==> src/rtl/uart_rx_int.sv <==
// UART receiver (8N1, or 8E1 when UART_RX_PARITY_EN is defined) with a FWFT byte FIFO,
// sticky error flags and a level-sensitive interrupt output.
module uart_rx_int #(
  parameter int CLKS_PER_BIT = 868,
  parameter int FIFO_DEPTH   = 16
) (
  input  logic                          CLK,
  input  logic                          RESET,
  input  logic                          RX,
  input  logic                          IE,
  input  logic                          RD_EN,
  input  logic                          CLR_ERR,
  output logic [7:0]                    RD_DATA,
  output logic                          RX_VALID,
  output logic [$clog2(FIFO_DEPTH):0]   RX_COUNT,
  output logic                          FE,
  output logic                          OE,
  output logic                          PE,
  output logic                          UART_INT
);

  localparam int CNT_W = $clog2(CLKS_PER_BIT);
  localparam int PTR_W = $clog2(FIFO_DEPTH);

  localparam logic [CNT_W-1:0] CNT_HALF = CNT_W'(CLKS_PER_BIT / 2 - 1);
  localparam logic [CNT_W-1:0] CNT_FULL = CNT_W'(CLKS_PER_BIT - 1);
  localparam logic [CNT_W-1:0] CNT_ONE  = CNT_W'(1);
  localparam logic [PTR_W:0]   CNT_MAX  = (PTR_W + 1)'(FIFO_DEPTH);

  localparam logic [2:0] IDLE   = 3'd0;
  localparam logic [2:0] START  = 3'd1;
  localparam logic [2:0] DATA   = 3'd2;
  localparam logic [2:0] STOP   = 3'd4;
`ifdef UART_RX_PARITY_EN
  localparam logic [2:0] PARITY = 3'd3;
`endif

  logic             rx_p0, rx_p1, rx_p2;
  logic [2:0]       state;
  logic [CNT_W-1:0] cnt;
  logic [2:0]       bit_idx;
  logic [7:0]       shift_byte;
  logic             cnt_zero;
  logic             frame_done;
  logic             push_vld;
  logic             fe_set, pe_set, oe_set;

  logic [7:0]       mem [FIFO_DEPTH];
  logic [PTR_W-1:0] wr_ptr, rd_ptr;
  logic [PTR_W:0]   count;
  logic             fifo_empty, fifo_full, pop, wr_ok;
  logic             fe_q, oe_q;

  // Stage p0/p1: two-flop synchronizer; p2: previous sample for falling-edge detect
  always_ff @(posedge CLK) begin
    if (RESET) begin
      rx_p0 <= 1'b1;
      rx_p1 <= 1'b1;
      rx_p2 <= 1'b1;
    end else begin
      rx_p0 <= RX;
      rx_p1 <= rx_p0;
      rx_p2 <= rx_p1;
    end
  end

  assign cnt_zero   = (cnt == '0);
  assign frame_done = (state == STOP) && cnt_zero;

`ifdef UART_RX_PARITY_EN
  logic par_err;
  assign push_vld = frame_done && rx_p1 && !par_err;
  assign pe_set   = frame_done && par_err;
`else
  assign push_vld = frame_done && rx_p1;
  assign pe_set   = 1'b0;
`endif
  assign fe_set = frame_done && !rx_p1;

  always_ff @(posedge CLK) begin
    if (RESET) begin
      state   <= IDLE;
      cnt     <= '0;
      bit_idx <= '0;
`ifdef UART_RX_PARITY_EN
      par_err <= 1'b0;
`endif
    end else begin
      case (state)
        IDLE: begin
          if (rx_p2 && !rx_p1) begin
            cnt   <= CNT_HALF;
            state <= START;
          end
        end
        START: begin
          if (!cnt_zero) begin
            cnt <= cnt - CNT_ONE;
          end else if (!rx_p1) begin
            cnt     <= CNT_FULL;
            bit_idx <= '0;
            state   <= DATA;
          end else begin
            state <= IDLE;
          end
        end
        DATA: begin
          if (!cnt_zero) begin
            cnt <= cnt - CNT_ONE;
          end else begin
            cnt     <= CNT_FULL;
            bit_idx <= bit_idx + 3'd1;
            if (bit_idx == 3'd7) begin
`ifdef UART_RX_PARITY_EN
              state <= PARITY;
`else
              state <= STOP;
`endif
            end
          end
        end
`ifdef UART_RX_PARITY_EN
        PARITY: begin
          if (!cnt_zero) begin
            cnt <= cnt - CNT_ONE;
          end else begin
            par_err <= ((^shift_byte) != rx_p1);
            cnt     <= CNT_FULL;
            state   <= STOP;
          end
        end
`endif
        STOP: begin
          if (!cnt_zero) begin
            cnt <= cnt - CNT_ONE;
          end else begin
`ifdef UART_RX_PARITY_EN
            par_err <= 1'b0;
`endif
            state <= IDLE;
          end
        end
        default: state <= IDLE;
      endcase
    end
  end

  // Data bits land LSB first; the byte register carries no reset
  always_ff @(posedge CLK) begin
    if ((state == DATA) && cnt_zero)
      shift_byte[bit_idx] <= rx_p1;
  end

  assign fifo_empty = (count == '0);
  assign fifo_full  = (count == CNT_MAX);
  assign pop        = RD_EN && !fifo_empty;
  // A full FIFO still accepts the byte when the head leaves in the same cycle
  assign wr_ok      = push_vld && (!fifo_full || pop);
  assign oe_set     = push_vld && fifo_full && !RD_EN;

  always_ff @(posedge CLK) begin
    if (wr_ok)
      mem[wr_ptr] <= shift_byte;
  end

  always_ff @(posedge CLK) begin
    if (RESET) begin
      wr_ptr <= '0;
      rd_ptr <= '0;
      count  <= '0;
    end else begin
      if (wr_ok)
        wr_ptr <= wr_ptr + PTR_W'(1);
      if (pop)
        rd_ptr <= rd_ptr + PTR_W'(1);
      case ({wr_ok, pop})
        2'b10:   count <= count + (PTR_W + 1)'(1);
        2'b01:   count <= count - (PTR_W + 1)'(1);
        default: count <= count;
      endcase
    end
  end

  // Sticky flags: a set event in the clear cycle wins
  always_ff @(posedge CLK) begin
    if (RESET) begin
      fe_q <= 1'b0;
      oe_q <= 1'b0;
    end else begin
      fe_q <= (fe_q && !CLR_ERR) || fe_set;
      oe_q <= (oe_q && !CLR_ERR) || oe_set;
    end
  end

`ifdef UART_RX_PARITY_EN
  logic pe_q;
  always_ff @(posedge CLK) begin
    if (RESET)
      pe_q <= 1'b0;
    else
      pe_q <= (pe_q && !CLR_ERR) || pe_set;
  end
  assign PE = pe_q;
`else
  assign PE = pe_set;
`endif

  assign FE       = fe_q;
  assign OE       = oe_q;
  assign RD_DATA  = fifo_empty ? 8'h00 : mem[rd_ptr];
  assign RX_VALID = !fifo_empty;
  assign RX_COUNT = count;
  assign UART_INT = IE && RX_VALID;

endmodule
==> config.mk <==
export PLATFORM = sky130hd
export DESIGN_NAME = uart_rx_int
export DESIGN_NICKNAME = d
export VERILOG_FILES = /design/src/rtl/uart_rx_int.sv
export SDC_FILE = /design/constraint.sdc
export NUM_CORES = 1
export LEC_CHECK = 0
export ABC_AREA = 1
export ABC_CLOCK_PERIOD_IN_PS = 4400
export CORE_UTILIZATION = 54
export DETAILED_ROUTE_END_ITERATION = 7
export GPL_ROUTABILITY_DRIVEN = 0
export PLACE_DENSITY = 0.72
export SYNTH_ARGS = -nofsm -noshare
export SYNTH_HDL_FRONTEND = slang
export SYNTH_SLANG_ARGS = --single-unit
==> constraint.sdc <==
create_clock -name CLK -period 4.4 [get_ports CLK]
set_input_delay 0.88 -clock CLK [delete_from_list [all_inputs] [get_ports CLK]]
set_output_delay 0.88 -clock CLK [all_outputs]
set_load 0.02 [all_outputs]
* Yosys cells after proc, flatten, opt, wreduce, memory -nomap -nowiden
Memory sizes are Yosys's and may differ from the RTL's. A register that Yosys moved wholly into a read port is not among the register bits.
Index checks and enable logic that the tools add are counted.
** Cells by class
- Bitwise operators :: 0
- Add/sub/neg operators :: 6
- Reductions and logical operators :: 30
- Muxes and demuxes :: 26
- Shifts and indexed selects :: 0
- Order comparisons :: 2
- Equality and inequality tests :: 15
- Multiply operators :: 0
- Divide/modulo/power cells :: 0
** Operator list (number)
- 10-bit 2-to-1 mux :: 5
- 10-bit case mux with 4 select lines :: 1
- 3-bit 2-to-1 mux :: 8
- 2-bit inequality test (second input constant) :: 7
- 1-bit logical AND :: 13
- 3-bit case mux with 4 select lines :: 1
- 10-bit zero test :: 1
- 5-bit case mux with 2 select lines :: 1
- 10-bit by 1-bit subtractor with 10-bit output (second input constant) :: 1
- 4-bit by 1-bit adder with 4-bit output (second input constant) :: 2
- 8-bit bitwise mux :: 1
- 4-bit 2-to-1 mux :: 2
- 8-bit 2-to-1 mux :: 1
- 4-bit AND reduction :: 2
- 3-bit == test (second input constant) :: 2
- 3-bit case mux with 2 select lines :: 1
- 5-bit by 1-bit adder with 5-bit output (second input constant) :: 1
- 5-bit == test (second input constant) :: 1
- 1-bit zero test :: 5
- 5-bit zero test :: 1
- 5-bit AND reduction :: 1
- 5-bit by 1-bit subtractor with 5-bit output (second input constant) :: 1
- 3-bit by 4-bit < comparator with 1-bit output (second input constant) :: 1
- 2-bit nonzero test :: 2
- 13 further kinds :: 17
** Word-level totals
- Memory bits (read-only) :: 0
- Flip-flop bits (word level) :: 42
- Logic and storage cells :: 92
- RAM bits :: 128
- Latch bits :: 0
- Input port bits :: 6
- Output and inout bits :: 18
- Memories :: 1
** Memory list
- mem :: depth 16, width 8, rd ports 1, clocked after Yosys merged registers in 1, write ports 1, RTL line 48 : logic [7:0] mem [FIFO_DEPTH];

* Longest topological paths before layout
Gate-level depths: netlist of the first run.
- Word-level depth :: 7
- Mapped depth :: 15
- Gate-level depth less buffers :: 15

* Worst setup path before layout of the first run
No wires, ideal clock.
- Path type :: flip-flop to output port
- Start point :: register with a tool-made name
- End point :: output RD_DATA[4]
- Setup slack :: 2080 ps
- Cell stages (with the launch flop) :: 10
- Arrival :: 1440 ps
- Buffers on the path :: 2
- Data required time :: 3520 ps
- Path through :: dfxtp_1 buf_4 inv_2 buf_2 nor2_1 o22ai_1 nor2_1 nor2_1 o21ai_0 a21oi_1
** RTL lines
- end, declared :: RTL line 13 : output logic [7:0] RD_DATA,

==> results.py, run 1 <==
metrics = {
    "setup_path": {
        "crit_arrival_ps": 2900,
        "critPathMaxFanout": 32,
        "end_kind": "primary output",
        "crit_required_ps": 3520,
        "rrSetupSlack_ps": 1820,
        "reg2regPathDepth": 8,
        "worstReg2RegStart": "cnt[0]",
        "crit_type": "reg2out",
        "start_kind": "flip-flop",
    },
    "job": {
        "cap_violations": 0,
    },
    "yosys": {
        "synthMuxAreaShare": 0,
        "synth-simple-area-share": 0.151,
        "ys.flop_type": "edfxtp_1",
        "synth_compound_area_frac": 0.120,
        "ys_ff_latch": 174,
        "synth-adder-area-share": 0.0231,
        "synth_top_area_share": 0.553,
        "synth_cell_types": 34,
        "syn_area_per_cell_um2": 10.9,
        "yosysTopAreaCell": "edfxtp_1",
        "synth_xor_area_frac": 0.00949,
        "ys_seq_area_frac": 0.656,
        "synthArstFlopShare": 0,
        "synth_area_leaders": "edfxtp_1, dfxtp_1, nor2_1",
        "syn_area_mm2": 0.00738,
        "syn_inst": 679,
        "synth_warnings": 0,
        "synth_nets": 698,
        "synth_top_family_by_area": "simple AND/OR/NAND/NOR gates",
        "synth-edff-count": 136,
    },
    "sta": {
        "worst_pin_slew_ps": 1010,
        "skew_ps": 8.11,
        "slew-limit-headroom": 0.323,
        "finalSetupViolCount": 0,
        "rsz0062_at_grt": "no",
        "min_period_ps": 3780,
        "fin_ws_ps": 624,
        "finalSetupTns_ps": 0,
        "finalHoldViolCount": 0,
        "drv_slew": 0,
        "max_freq_mhz": 265,
        "finalCritPeriodShare": 0.858,
    },
    "die": {
        "ioPinCount": 24,
        "floorplan.rows": 42,
        "initial_utilization": 0.555,
        "die-area_mm2": 0.0141,
        "die_h_um": 119,
        "die_w_um": 119,
        "core_mm2": 0.0133,
    },
    "power_and_ir_drop": {
        "peakVddDrop_uv": 450,
        "powerDensity_mw_per_mm2": 641,
        "power.leakage_nw": 2.92,
    },
    "grt": {
        "grt_pass1_vias": 4952,
        "grt_util_met2": 0.400,
        "antenna_found_initial": 0,
        "grt_use_met3": 0.0532,
        "grtUsageMet1": 0.301,
        "grt_pass1_wl_mm": 25.4,
        "grt_use_total": 0.240,
        "gr-max-usage-layer": "met2",
        "grt_overflow_total": 0,
        "grt_max_degree": 65,
    },
    "detailed_routing": {
        "via_per_inst": 5.82,
        "drt-pass1-iter-count": 5,
        "antenna_left": 0,
        "drt_wl_total_mm": 16.1,
        "drtIter0Drc": 517,
        "wire_per_inst_um": 18.1,
        "routed-via-count": 5163,
        "drc": 0,
    },
    "cells_and_area": {
        "num-fill-cells": 1029,
        "layout.cells.most_common": "edfxtp_1",
        "layout.nets": 717,
        "area_growth_pct": 12.6,
        "final_cells": 887,
        "drive_above_1_share": 0.0830,
        "n_antenna_cell": 0,
        "final_cell_mix": "edfxtp_1, nor2_1, o21ai_0, nand2_1, inv_1",
    },
    "clocking": {
        "cts_buffer_depth": 2,
        "path_clk_slew_ps": 60,
        "holdBufCountCts": 0,
        "cts_tree": "yes",
        "postCtsSetupBuffers": 0,
        "postCtsResizedCells": 0,
        "clkSinkCount": 174,
        "cts_root_buf": "clkbuf_16",
        "cts_buffers": 17,
        "htreeDepth": 4,
        "clock_latency_ps": 420,
    },
    "placed_design": {
        "place_ws_ps": 1110,
        "hpwl_mm": 10.4,
        "io_buffers": 22,
        "dp.cells": 855,
    },
    "hold_path": {
        "min_path_type": "reg2reg",
        "min_from": "rx_p0",
        "hold_path_depth": 1,
    },
    "status": {
        "status": "finished clean",
    },
}
==> cells in the mapped netlist, types with 10 or more instances <==
cell,number
edfxtp_1,136
nor2_1,126
o21ai_0,83
nand2_1,63
inv_1,41
dfxtp_1,38
a21oi_1,31
nand3_1,30
o221ai_1,22
clkbuf_1,16
ha_1,12
nor3_1,11
o22ai_1,10
==> final cells by class <==
class / count / area [um2] / area share
Clock buffer: 17 / 425 / 0.0512
Clock inverter: 15 / 146 / 0.0176
Inverter: 46 / 173 / 0.0208
Multi-Input combinational cell: 432 / 2240 / 0.270
Sequential cell: 174 / 4850 / 0.583
Tap cell: 176 / 220 / 0.0265
Timing Repair Buffer: 27 / 258 / 0.0310
==> registers in the layout, indices dropped and copies added (netlist names), named ones only <==
signal      flops
FE              1
bit_idx         3
rd_ptr          4
rx_p1           1
OE              1
RX_COUNT        5
shift_byte      8
rx_p2           1
cnt            10
rx_p0           1
state           3
wr_ptr          4
mem           128
==> kinds of logic (layout without fill, tap and decap cells) <==
group	after synthesis	count (layout)
DFF	174	174
AOI/OAI and AO/OA	154	154
buffers and inverters	73	105
adders and majority gates	13	13
other	1	1
and+or+nand+nor	256	256
xor gates and xnor gates	8	8
==> worst max-delay path: stages (launching register included) <==
cell             delay, ps
dfxtp_1                320
inv_1                  660
o21ai_0                260
o221ai_1               260
nand3_1                160
a21oi_1                180
clkdlybuf4s50_1        640
==> where the power goes <==
part | switching [W] | leakage [nW] | internal (W) | total [W]
logic | 0.00123 | 1.12 | 0.000677 | 0.00191
registers | 0.000118 | 1.53 | 0.00186 | 0.00198
clock network | 0.000613 | 0.268 | 0.000831 | 0.00144
total | 0.00196 | 2.92 | 0.00337 | 0.00533
==> per-stage QoR <==
stage	hold slack [ps]	cell area, um2	power (W)	utilization
after global routing	439	8310	0.00564	0.625
after floorplan	389	7380	0.00335	-
after detailed placement	422	7740	0.00390	0.582
after global placement	424	7740	0.00383	0.582
final	433	8310	0.00533	0.625
after CTS	434	8310	0.00535	0.625
==> layer usage <==
metal  part of all wire  vias up
met5                  0        -
met4              0.029        0
met3              0.063       34
met2               0.50      203
met1               0.41     2478
li1                   -     2448
==> path summary, 6_finish.rpt <==
| path | endpoint |
|---|---|
| setup / recovery | RD_DATA[3] |
| hold / removal | rx_p1 |
| setup reg to reg | mem[7][0] |
| hold reg to reg | rx_p1 |
Power figures use the tool's default switching activity.
==> run 2, diff against run 1 <==
Settings changed: CORE_UTILIZATION 54 to 39, PLACE_DENSITY 0.72 to unset.
==> run 2 against run 1 <==
Compared with the run above: wire length is 3.3% higher; power increased by 0.43%; worst hold slack better by 30 ps; sequential power about the same; clock skew up 2.9 ps; utilization decreased by 17 points; critical path depth grew 2; die area grew 38%; maximum frequency is 3.3% higher; non-clock buffer count is 2 higher; first-iteration DRC count fell by 17%.
==> results.py, run 2 (same netlist as run 1, synthesis figures left out) <==
metrics = {
    "status": {
        "status": "finished clean",
    },
    "placed_design": {
        "dp.cells": 910,
        "io_buffers": 22,
        "dpl_cell_area_mm2": 0.00782,
        "hpwl_mm": 10.7,
        "place_ws_ps": 1230,
    },
    "cells_and_area": {
        "n_antenna_cell": 0,
        "drive_above_1_share": 0.0856,
        "layout.nets": 719,
        "multi_input_area_mm2": 0.00224,
        "num-fill-cells": 1680,
        "largest_reg_flops": 128,
        "final_cell_mix": "edfxtp_1, nor2_1, o21ai_0, nand2_1, inv_1",
        "final_util": 0.459,
        "final_area_mm2": 0.00839,
        "layout.cells.most_common": "edfxtp_1",
        "top_register": "mem",
        "regArea_mm2": 0.00485,
        "area_growth_pct": 13.7,
        "final_cells": 942,
        "top_regs": "mem: 128 flops, cnt: 10 flops, shift_byte: 8 flops",
    },
    "sta": {
        "skew_ps": 11.0,
        "worst_pin_slew_ps": 1000,
        "fin_ws_ps": 746,
        "max_freq_mhz": 274,
        "rsz0062_at_grt": "no",
        "drv_slew": 0,
        "finalCritPeriodShare": 0.830,
        "min_period_ps": 3650,
        "finalHoldViolCount": 0,
        "finalSetupTns_ps": 0,
        "finalSetupViolCount": 0,
        "slew-limit-headroom": 0.331,
    },
    "setup_path": {
        "end_kind": "primary output",
        "critPathMaxFanout": 64,
        "start_kind": "flip-flop",
        "crit-reg2reg-capture": "mem[2][7]",
        "crit_type": "reg2out",
        "reg2regPathDepth": 8,
        "crit_required_ps": 3520,
        "worstReg2RegStart": "cnt[0]",
        "rrSetupSlack_ps": 1820,
        "crit_arrival_ps": 2770,
    },
    "detailed_routing": {
        "drtIter0Drc": 428,
        "antenna_left": 0,
        "routed-via-count": 5088,
        "wire_per_inst_um": 17.7,
        "via_per_inst": 5.40,
        "drc": 0,
        "drt-pass1-iter-count": 5,
        "drt_wl_total_mm": 16.6,
    },
    "power_and_ir_drop": {
        "sw_frac_of_total": 0.369,
        "pwr-share-comb": 0.357,
        "seqPwrFrac": 0.369,
        "peakVddDrop_uv": 435,
        "pwr-share-clk": 0.274,
        "cell_internal_pwr_w": 0.00338,
        "powerDensity_mw_per_mm2": 638,
        "power_switching_w": 0.00198,
        "power.leakage_nw": 2.94,
    },
    "job": {
        "cap_violations": 0,
    },
    "clocking": {
        "cts_buffer_depth": 2,
        "cts_root_buf": "clkbuf_16",
        "holdBufCountCts": 0,
        "clkSinkCount": 174,
        "htreeDepth": 4,
        "postCtsSetupBuffers": 0,
        "cts_buffers": 17,
        "path_clk_slew_ps": 60,
        "cts_tree": "yes",
        "clock_latency_ps": 430,
        "postCtsResizedCells": 0,
    },
    "die": {
        "die_h_um": 140,
        "floorplan.rows": 49,
        "ioPinCount": 24,
        "initial_utilization": 0.404,
        "die_w_um": 140,
        "die-area_mm2": 0.0195,
        "core_mm2": 0.0183,
    },
    "grt": {
        "grt_pass1_wl_mm": 26.6,
        "grt_overflow_total": 0,
        "grt_max_degree": 65,
        "antenna_found_initial": 0,
        "grt_use_total": 0.180,
        "grt_pass1_vias": 5120,
    },
    "hold_path": {
        "min_from": "rx_p0",
        "hold_path_end": "rx_p1",
        "min_path_type": "reg2reg",
        "hold_path_depth": 1,
    },
}
[run 2: cell count changes in the layout (fill, tap and decap cells not counted)]
cell	delta
clkinv_4	-1
buf_4	+2
clkinvlp_4	-4
clkinv_2	+2
clkinv_1	-1
clkbuf_1	+1
inv_6	+3
[run 2: power by group through the flow]
stage                     sequential, W  clock (W)  combinational [W]
after CTS                       0.00198    0.00148            0.00192
after floorplan                 0.00200          0            0.00135
after global placement          0.00200          0            0.00186
final                           0.00198    0.00147            0.00191
after detailed placement        0.00201          0            0.00191
after global routing            0.00199    0.00155            0.00214
[run 2: how the worst max path moves through the flow]
| stage | endpoint | cells past startpoint |
|---|---|---|
| 3_3_place_gp | mem[10][0] | 7 |
| 2_1_floorplan | RD_DATA[4] | 9 |
| 6_report | RD_DATA[2] | 8 |
| 3_5_place_dp | mem[4][3] | 7 |
| 5_1_grt | RD_DATA[2] | 9 |
| 4_1_cts | RD_DATA[2] | 8 |
[run 2: area by class of cell]
cell class | count | area share
Sequential cell | 174 | 0.577
Multi-Input combinational cell | 432 | 0.267
Clock buffer | 18 | 0.0511
Tap cell | 229 | 0.0341
Timing Repair Buffer | 29 | 0.0325
Inverter | 46 | 0.0206
Clock inverter | 14 | 0.0167
[run 2: per-stage QoR]
step           hold WS, ps  power [W]
3_3_place_gp           426    0.00387
4_1_cts                478    0.00538
5_1_grt                491    0.00568
3_5_place_dp           460    0.00392
2_1_floorplan          389    0.00335
6_report               463    0.00536
[run 2: worst max-delay path, cell delays in order, from the launching register on]
cell             delay (ps)
dfxtp_2                 340
buf_4                   490
o21ai_0                 210
o22ai_1                 220
nor2_1                   70
nor2_1                  110
o21ai_0                 110
a21oi_1                 170
clkdlybuf4s50_1         620
[run 2: layer usage]
metal,global-route usage,vias to the layer above,part of all wire
li1,-,2457,-
met1,0.230,2440,0.45
met2,0.295,171,0.48
met3,0.0478,20,0.062
met4,0.0654,0,0.013
met5,0,-,0
